### src/rtl/pc_gen_pkg.sv
// pc_gen_pkg: shared constants and FSM encoding for the PC generation stage
package pc_gen_pkg;
  localparam int PC_ADDR_WIDTH = 32;
  localparam logic [31:0] PC_RESET_DEF = 32'h0000_0000;
  localparam int PC_STEP = 4;
  typedef enum logic [1:0] {
    PC_ST_BOOT = 2'd0,
    PC_ST_RUN  = 2'd1,
    PC_ST_HALT = 2'd2
  } pc_state_e;
endpackage

### src/rtl/pc_redirect_mux.sv
// pc_redirect_mux: next-PC priority select; PC_MISALIGN_CHECK_EN rejects unaligned targets instead of masking
module pc_redirect_mux
  import pc_gen_pkg::*;
#(
  parameter int ADDR_WIDTH = PC_ADDR_WIDTH
) (
  input  pc_state_e             state,
  input  logic [ADDR_WIDTH-1:0] pc,
  input  logic [ADDR_WIDTH-1:0] pc_plus4,
  input  logic                  stall,
  input  logic                  redirect,
  input  logic [ADDR_WIDTH-1:0] redirect_pc,
  input  logic                  halt,
`ifdef PC_MISALIGN_CHECK_EN
  output logic                  misalign,
`endif
  output logic [ADDR_WIDTH-1:0] next_pc
);
  logic [ADDR_WIDTH-1:0] target;
  logic bad;
  logic take;
`ifdef PC_MISALIGN_CHECK_EN
  assign bad = redirect && state != PC_ST_BOOT && redirect_pc[1:0] != 2'b00;
  assign target = redirect_pc;
  assign misalign = bad;
`else
  assign bad = 1'b0;
  assign target = {redirect_pc[ADDR_WIDTH-1:2], 2'b00};
`endif
  assign take = redirect && state != PC_ST_BOOT && !bad;
  assign next_pc = take ? target : (state == PC_ST_RUN && !halt && !stall) ? pc_plus4 : pc;
endmodule

### src/rtl/pc_gen.sv
// pc_gen: fetch PC register with boot window, halt/resume FSM and redirects; optional PC_MISALIGN_CHECK_EN
module pc_gen
  import pc_gen_pkg::*;
#(
  parameter int                    ADDR_WIDTH  = PC_ADDR_WIDTH,
  parameter logic [ADDR_WIDTH-1:0] RESET_PC    = ADDR_WIDTH'(PC_RESET_DEF),
  parameter int                    BOOT_CYCLES = 2
) (
  input  logic                  clk,
  input  logic                  rst,
  input  logic                  stall_i,
  input  logic                  redirect_i,
  input  logic [ADDR_WIDTH-1:0] redirect_pc_i,
  input  logic                  halt_i,
  input  logic                  resume_i,
  output logic [ADDR_WIDTH-1:0] pc_o,
  output logic [ADDR_WIDTH-1:0] pc_plus4_o,
`ifdef PC_MISALIGN_CHECK_EN
  output logic                  misalign_o,
`endif
  output logic                  pc_valid_o
);
  pc_state_e state, state_n;
  logic [3:0] cnt;
  logic [ADDR_WIDTH-1:0] next_pc;
  logic bad;
  assign pc_plus4_o = pc_o + ADDR_WIDTH'(PC_STEP);
  assign pc_valid_o = state == PC_ST_RUN;
  pc_redirect_mux #(.ADDR_WIDTH(ADDR_WIDTH)) u_mux (
    .state      (state),
    .pc         (pc_o),
    .pc_plus4   (pc_plus4_o),
    .stall      (stall_i),
    .redirect   (redirect_i),
    .redirect_pc(redirect_pc_i),
    .halt       (halt_i),
`ifdef PC_MISALIGN_CHECK_EN
    .misalign   (bad),
`endif
    .next_pc    (next_pc)
  );
`ifndef PC_MISALIGN_CHECK_EN
  assign bad = 1'b0;
`endif
  always_comb begin
    state_n = state;
    case (state)
      PC_ST_BOOT: state_n = cnt == 4'(BOOT_CYCLES - 1) ? PC_ST_RUN : PC_ST_BOOT;
      PC_ST_RUN:  state_n = (bad || halt_i) ? PC_ST_HALT : PC_ST_RUN;
      PC_ST_HALT: state_n = (!bad && resume_i) ? PC_ST_RUN : PC_ST_HALT;
      default:    state_n = PC_ST_BOOT;
    endcase
  end
  always_ff @(posedge clk) begin
    if (rst) begin
      state <= PC_ST_BOOT;
      pc_o  <= RESET_PC;
      cnt   <= 4'd0;
    end else begin
      state <= state_n;
      pc_o  <= next_pc;
      cnt   <= state == PC_ST_BOOT ? cnt + 4'd1 : cnt;
    end
  end
`ifdef PC_MISALIGN_CHECK_EN
  always_ff @(posedge clk) begin
    if (rst) misalign_o <= 1'b0;
    else misalign_o <= bad;
  end
`endif
endmodule

### config.mk
export PLATFORM = sky130hd
export DESIGN_NAME = pc_gen
export DESIGN_NICKNAME = d
export VERILOG_FILES = /design/src/rtl/pc_gen_pkg.sv /design/src/rtl/pc_redirect_mux.sv /design/src/rtl/pc_gen.sv
export SDC_FILE = /design/constraint.sdc
export NUM_CORES = 1
export LEC_CHECK = 0
export ABC_AREA = 1
export BUFFER_PORTS_ARGS = -buffer_cell sky130_fd_sc_hd__buf_2
export CAP_MARGIN = 20
export CORE_MARGIN = 2
export CORE_UTILIZATION = 49
export CTS_CLUSTER_SIZE = 40
export DETAILED_ROUTE_END_ITERATION = 12
export PLACE_DENSITY_LB_ADDON = 0.1
export SLEW_MARGIN = 20
export SYNTH_ARGS = -nofsm -noshare
export SYNTH_HDL_FRONTEND = slang
export SYNTH_SLANG_ARGS = --single-unit
### constraint.sdc
create_clock -name clk -period 2 [get_ports clk]
set_clock_uncertainty 0.2 [all_clocks]
set_input_delay 0.1 -clock clk [delete_from_list [all_inputs] [get_ports clk]]
set_output_delay 0.1 -clock clk [all_outputs]
set_load 0.005 [all_outputs]
[Yosys cells after proc, flatten, opt, wreduce, memory -nomap -nowiden]
Index checks and enable logic that the tools add are counted.
Storage, ports and cells
  register bits: 38
  input port bits: 38
Cells by class
  equal/unequal tests: 3
  add/subtract/negate cells: 2
  reductions and logical operators: 9
  muxes and demuxes: 6
Operators by type and width (number)
  2-to-1 mux 32 bit: 2
  adder 32 x 3 -> 32 bit, second input constant: 1
  one-hot mux 2 bit (3 select lines): 1
  adder 4 x 1 -> 4 bit, second input constant: 1
  equality test 4 x 1 -> 1 bit, second input constant: 1
  2-to-1 mux 2 bit: 2
  nonzero test 2 bit: 2
  logical AND 1 bit: 3
  equality test 2 x 1 -> 1 bit, second input constant: 1
  equality test 2 bit, second input constant: 1
  logical NOT 1 bit: 2
  logical NOT 2 bit: 1
  OR reduction 2 bit: 1
  2-to-1 mux 1 bit: 1

[Longest topological paths before layout]
  depth in word-level cells: 5
  mapped depth: 10
  gate-level depth less buffers: 10

[By module]
From an unflattened synthesis, not the netlist that was laid out.
Second synthesis, totals
  cell total of the unflattened synthesis: 547
  area total of the unflattened synthesis: 3128.0 sq um
Modules (own cells, without submodules)
  pc_gen: seq. area each 760.7 sq um, area an instance 2103.3 sq um, cells each 310, times used 1
  pc_redirect_mux: seq. area each 0.0 sq um, area an instance 1024.7 sq um, cells each 237, times used 1

[Least setup slack after synthesis]
Ideal clock, no wire load.
  path type: register -> register
  from: reg pc_o[2]
  to: reg pc_o[20]
  path buffers: 0
  cell stages (with the launch flop): 11
  data required time: 1.672 ns
  library setup time: 0.128 ns
  period minus slack after synthesis: 1.692 ns
  slack: 0.308 ns
  data arrival time: 1.364 ns
  cell sequence: dfxtp_1 -> ha_1 -> nand2_1 -> nor2_2 -> nand2_2 -> nor2_4 -> nand2_1 -> nand2_1 -> nand2_1 -> a21oi_1 -> nor2_1
Between the ends
  longest elaborated chain between the ends: 3
Ends and longest elaborated chain
  from (decl): RTL line pc_gen.sv:16  | output logic [ADDR_WIDTH-1:0] pc_o,
  from (signal assigned): RTL line pc_gen.sv:61  | pc_o <= next_pc;
  adder 32 x 3 -> 32 bit: RTL line pc_gen.sv:27  | assign pc_plus4_o = pc_o + ADDR_WIDTH'(PC_STEP);
  net pc_plus4_o[20]: RTL line pc_gen.sv:17  | output logic [ADDR_WIDTH-1:0] pc_plus4_o,
  2-to-1 mux 32 bit (2 in series): RTL line pc_redirect_mux.sv:31  | assign next_pc = take ? target : (state == PC_ST_RUN && !halt && !stall) ? pc_plus4 : pc;
The timed path passes the listed nets, and every way through them passes these cells. The select of a mux whose other input is x is not followed.
A chain may end at the register's enable or synchronous reset.

[Worst setup path in the final report]
  from: reg pc_o[3]
  to: out pc_plus4_o[17]
Between the ends
  longest elaborated chain between the ends: 1
Ends and longest elaborated chain (RTL line)
  adder 32 x 3 -> 32 bit: pc_gen.sv:27
  to (decl): pc_gen.sv:17
Every way passes these cells.

==> results.ini <==
[power]
switching_portion_of_total_power_pct=35.1
power-per-cell-area_nw_per_um2=680
power_switching_mw=0.929
total_internal_power_mw=1.72
clock_power_share_pct=27.5
combPwrFrac_pct=35.4
vdd.ir_drop.worst_uv=662
leakagePower_nw=1.81
seq_power_share_pct=37.2

[setup_path]
worstSetupPathType=reg2out
r2r_slack_ps=210
timing.critical_path.required_ps=1700
timing.critical_path.arrival_ps=1700
cp_top_family=simple AND/OR/NAND/NOR gates
timing.rr.start=state[0]$_SDFF_PP0_
critPathCaptureType=primary output
critPathMaxFanout=4
cp.buffers_inverters=3
critPathSlowestCell=sky130_fd_sc_hd__dfxtp_4
reg2reg_depth=7
max_stage_delay_ps=360
worstSetupStartpointType=register
r2r_end=pc_o[2]$_SDFFE_PP0P_
worst_setup_path_startpoint=pc_o[3]$_SDFFE_PP0P_
timing.critical_path.cells=buf_6, nand2_4, nor2_4, nand2_4, nor2_4, buf_12, xor2_2, buf_2

[timing]
final_hold_viol_count=0
final-setup-viol-count=1
timing.final.crit_share_pct=100
period_needed_ps=2000
fmaxAchievable_mhz=499
final_critical_path_setup_slack_ps=-4.68
timing.final.max_slew_violations=0
rsz0062_at_grt=yes

[layout]
drive_above_1_share_pct=33.9
area_growth_syn_to_layout_pct=49.4
num-nets-final=603
n_antenna_cell=0
final_core_util_pct=76.2
stdcell_area_um2=3890

[synthesis]
synth_flop_type=sky130_fd_sc_hd__dfxtp_1
synth.most_common_cell=sky130_fd_sc_hd__nand2_1
synth_largest_type_area_fraction_pct=27.7
synth_warnings=0
synth.cell_area_um2=2600
yosys-top-cells-area=sky130_fd_sc_hd__dfxtp_1 28%, sky130_fd_sc_hd__nand2_1 21%, sky130_fd_sc_hd__inv_1 7.4%, sky130_fd_sc_hd__a21oi_1 5.4%, sky130_fd_sc_hd__nor2_4 5.2%
yosysTopAreaCell=sky130_fd_sc_hd__dfxtp_1
share_of_synthesized_flip_flops_with_an_asynchronous_set_or_reset_pct=0
synth_common_cells=147 x sky130_fd_sc_hd__nand2_1, 51 x sky130_fd_sc_hd__inv_1, 36 x sky130_fd_sc_hd__dfxtp_1, 34 x sky130_fd_sc_hd__nor2_1, 28 x sky130_fd_sc_hd__a21oi_1
netlist_instances=414
ys_ff_latch=36
synth-edff-count=0
synth_seq_area_share_pct=27.7
avgSynthCellArea_um2=6.29
netlist-cell-type-count=29

[status]
run_status=finished with violations
violations=negative setup slack

[placement]
place.gp.congestion=0.931
postPlaceCellArea_um2=3170
dp.final_hpwl_um=5540
place.port_buffers=96

[worst_hold_path]
hold_path.class=reg2reg
hold_path_startpoint=cnt[3]$_SDFFE_PP0P_
hold_end=cnt[3]$_SDFFE_PP0P_
worst_hold_path.num_cells=2

[job]
maxCapViolCount=0

[clock_tree]
clock_insertion_delay_worst_skew_ps=300
cts-buffers-inserted=5
clock_sink_count=36
worst_setup_hold_path_clk_slew_ps=70
h-tree-depth=2
clock_root_buffer=sky130_fd_sc_hd__clkbuf_8
tritoncts=built
cts.path.max_buffers=2

[routing]
drt_iter0_markers=188
met2_wirelength_um=4050
drt-pass1-iter-count=9
m1WireLength_um=3460
vias_per_cell=5.00
postRouteAntennaNets=0
met3_length_um=573
wirelength_um=8180
route.top_layer_used=met4
drt-wirelength-per-cell_um=12.9
post-route-drc-count=0
vias=3167

[die]
core_area_um2=5110
chipHeight_um=76.9
die-width_um=76.9
dieArea_um2=5910
initial_utilization_pct=51.0
io_pins=103
placement_rows=26

[global_route]
via_count_of_the_first_global_routing_pass=2931
antenna_found_initial=0
grt_start_max_net_pins=23
globalRouteTotalUtil_pct=27.4
grt_pass1_wl_um=13100
global_route_total_overflow=0

## tightest hold or removal path, cell delays in order, from the launching register on
cell and delay, ps:
sky130_fd_sc_hd__dfxtp_1 300, sky130_fd_sc_hd__inv_1 70, sky130_fd_sc_hd__a21oi_1 60
## registers in the layout, indices dropped and copies added (netlist names)
signal  flops
cnt         4
pc_o       30
state       2
## per-layer routing
metal | GRT usage [%] | vias to the layer above
li1 | - | 1573
met4 | 6.36 | 0
met1 | 32.8 | 1453
met5 | 0 | -
met2 | 50.2 | 132
met3 | 5.18 | 9
## final cells by class
type / count / area (µm²)
sequential: 36 / 751
clock inverter: 1 / 30.0
timing repair buffer: 152 / 1040
clock buffer: 7 / 96.3
inverter: 55 / 206
tap: 70 / 87.6
fill: 400 / 1220
multi-input combinational: 312 / 1680
## kinds of logic after synthesis
kind of cell	share of synthesized area (%)
xor+xnor	6.73
flops	27.7
simple gates	40.8
buf+inv	11.5
compound gates	11.6
other cells	0.144
fa+ha+maj	1.44
## how the worst max path moves through the flow
stage                             to  slack, ps  cells past startpoint
3_5_place_dp          pc_plus4_o[26]        130                      8
4_1_cts               pc_plus4_o[26]        -20                      9
2_1_floorplan  pc_o[20]$_SDFFE_PP0P_        310                     10
3_3_place_gp          pc_plus4_o[26]        170                      8
5_1_grt               pc_plus4_o[26]        -90                      8
6_report              pc_plus4_o[17]         -5                      8
## power by group through the flow
| stage | clock (mW) | sequential, mW | combinational [mW] |
|---|---|---|---|
| final | 0.726 | 0.983 | 0.935 |
| after global routing | 0.766 | 0.998 | 1.05 |
| after CTS | 0.734 | 0.963 | 0.901 |
| after detailed placement | 0 | 0.974 | 0.808 |
| after global placement | 0 | 0.967 | 0.794 |
| after floorplan | 0 | 0.962 | 0.494 |
## placed cells by master, fill, tap and decap left out
| cell type | Yosys | layout |
|---|---|---|
| sky130_fd_sc_hd__nor2_4 | 12 | 15 |
| sky130_fd_sc_hd__ha_1 | 3 | 2 |
| sky130_fd_sc_hd__and2_1 | 5 | 5 |
| sky130_fd_sc_hd__dfxtp_4 | 0 | 3 |
| sky130_fd_sc_hd__conb_1 | 1 | 4 |
| sky130_fd_sc_hd__dfxtp_2 | 0 | 15 |
| sky130_fd_sc_hd__ha_4 | 0 | 1 |
| sky130_fd_sc_hd__nand3b_1 | 1 | 1 |
| sky130_fd_sc_hd__xnor2_1 | 3 | 3 |
| sky130_fd_sc_hd__nand3_2 | 0 | 2 |
| sky130_fd_sc_hd__a21oi_1 | 28 | 28 |
| sky130_fd_sc_hd__nor2_2 | 3 | 7 |
| sky130_fd_sc_hd__xor2_2 | 7 | 7 |
| sky130_fd_sc_hd__xor2_1 | 4 | 4 |
| sky130_fd_sc_hd__a31oi_1 | 5 | 5 |
| sky130_fd_sc_hd__buf_12 | 0 | 2 |
| sky130_fd_sc_hd__o221ai_1 | 1 | 1 |
| sky130_fd_sc_hd__nand2_4 | 2 | 6 |
| sky130_fd_sc_hd__o21ai_0 | 23 | 23 |
| sky130_fd_sc_hd__nand3_1 | 19 | 17 |
| sky130_fd_sc_hd__nand2_2 | 5 | 7 |
| sky130_fd_sc_hd__nand3b_4 | 1 | 1 |
| sky130_fd_sc_hd__buf_4 | 6 | 14 |
| sky130_fd_sc_hd__buf_2 | 3 | 95 |
| sky130_fd_sc_hd__a211oi_1 | 1 | 1 |
| sky130_fd_sc_hd__dfxtp_1 | 36 | 18 |
| sky130_fd_sc_hd__inv_1 | 51 | 51 |
| sky130_fd_sc_hd__nand4_1 | 2 | 2 |
| sky130_fd_sc_hd__buf_6 | 2 | 4 |
| sky130_fd_sc_hd__inv_2 | 4 | 4 |
| sky130_fd_sc_hd__bufinv_16 | 0 | 1 |
| sky130_fd_sc_hd__nor2_1 | 34 | 27 |
| sky130_fd_sc_hd__nand2_1 | 147 | 141 |
| sky130_fd_sc_hd__clkbuf_8 | 0 | 7 |
| sky130_fd_sc_hd__dlygate4sd3_1 | 0 | 37 |
| sky130_fd_sc_hd__nor3_1 | 2 | 2 |
## through the flow
| stage | std cells | setup slack, ps | hold WS, ps | setup TNS, ps | power (mW) |
|---|---|---|---|---|---|
| after floorplan | 417 | 308 | 42.7 | 0 | 1.46 |
| after global placement | 578 | 168 | 166 | 0 | 1.76 |
| after detailed placement | 578 | 132 | 174 | 0 | 1.78 |
| after CTS | 628 | -22.2 | 277 | -24.0 | 2.60 |
| after global routing | 633 | -92.0 | 311 | -559 | 2.81 |
| final | 633 | -4.68 | 278 | -4.68 | 2.64 |
## what timing repair did
| item | 4_1_cts | 5_1_grt |
|---|---|---|
| hold buffers | 37 | 0 |
| pin swaps | 7 | 21 |
| resized for setup | 13 | 36 |
| endpoints found under the hold margin | 32 | 0 |
| setup endpoints to repair | 11 | 21 |
| setup buffers | 5 | 5 |
(Power assumes the default switching activity.)
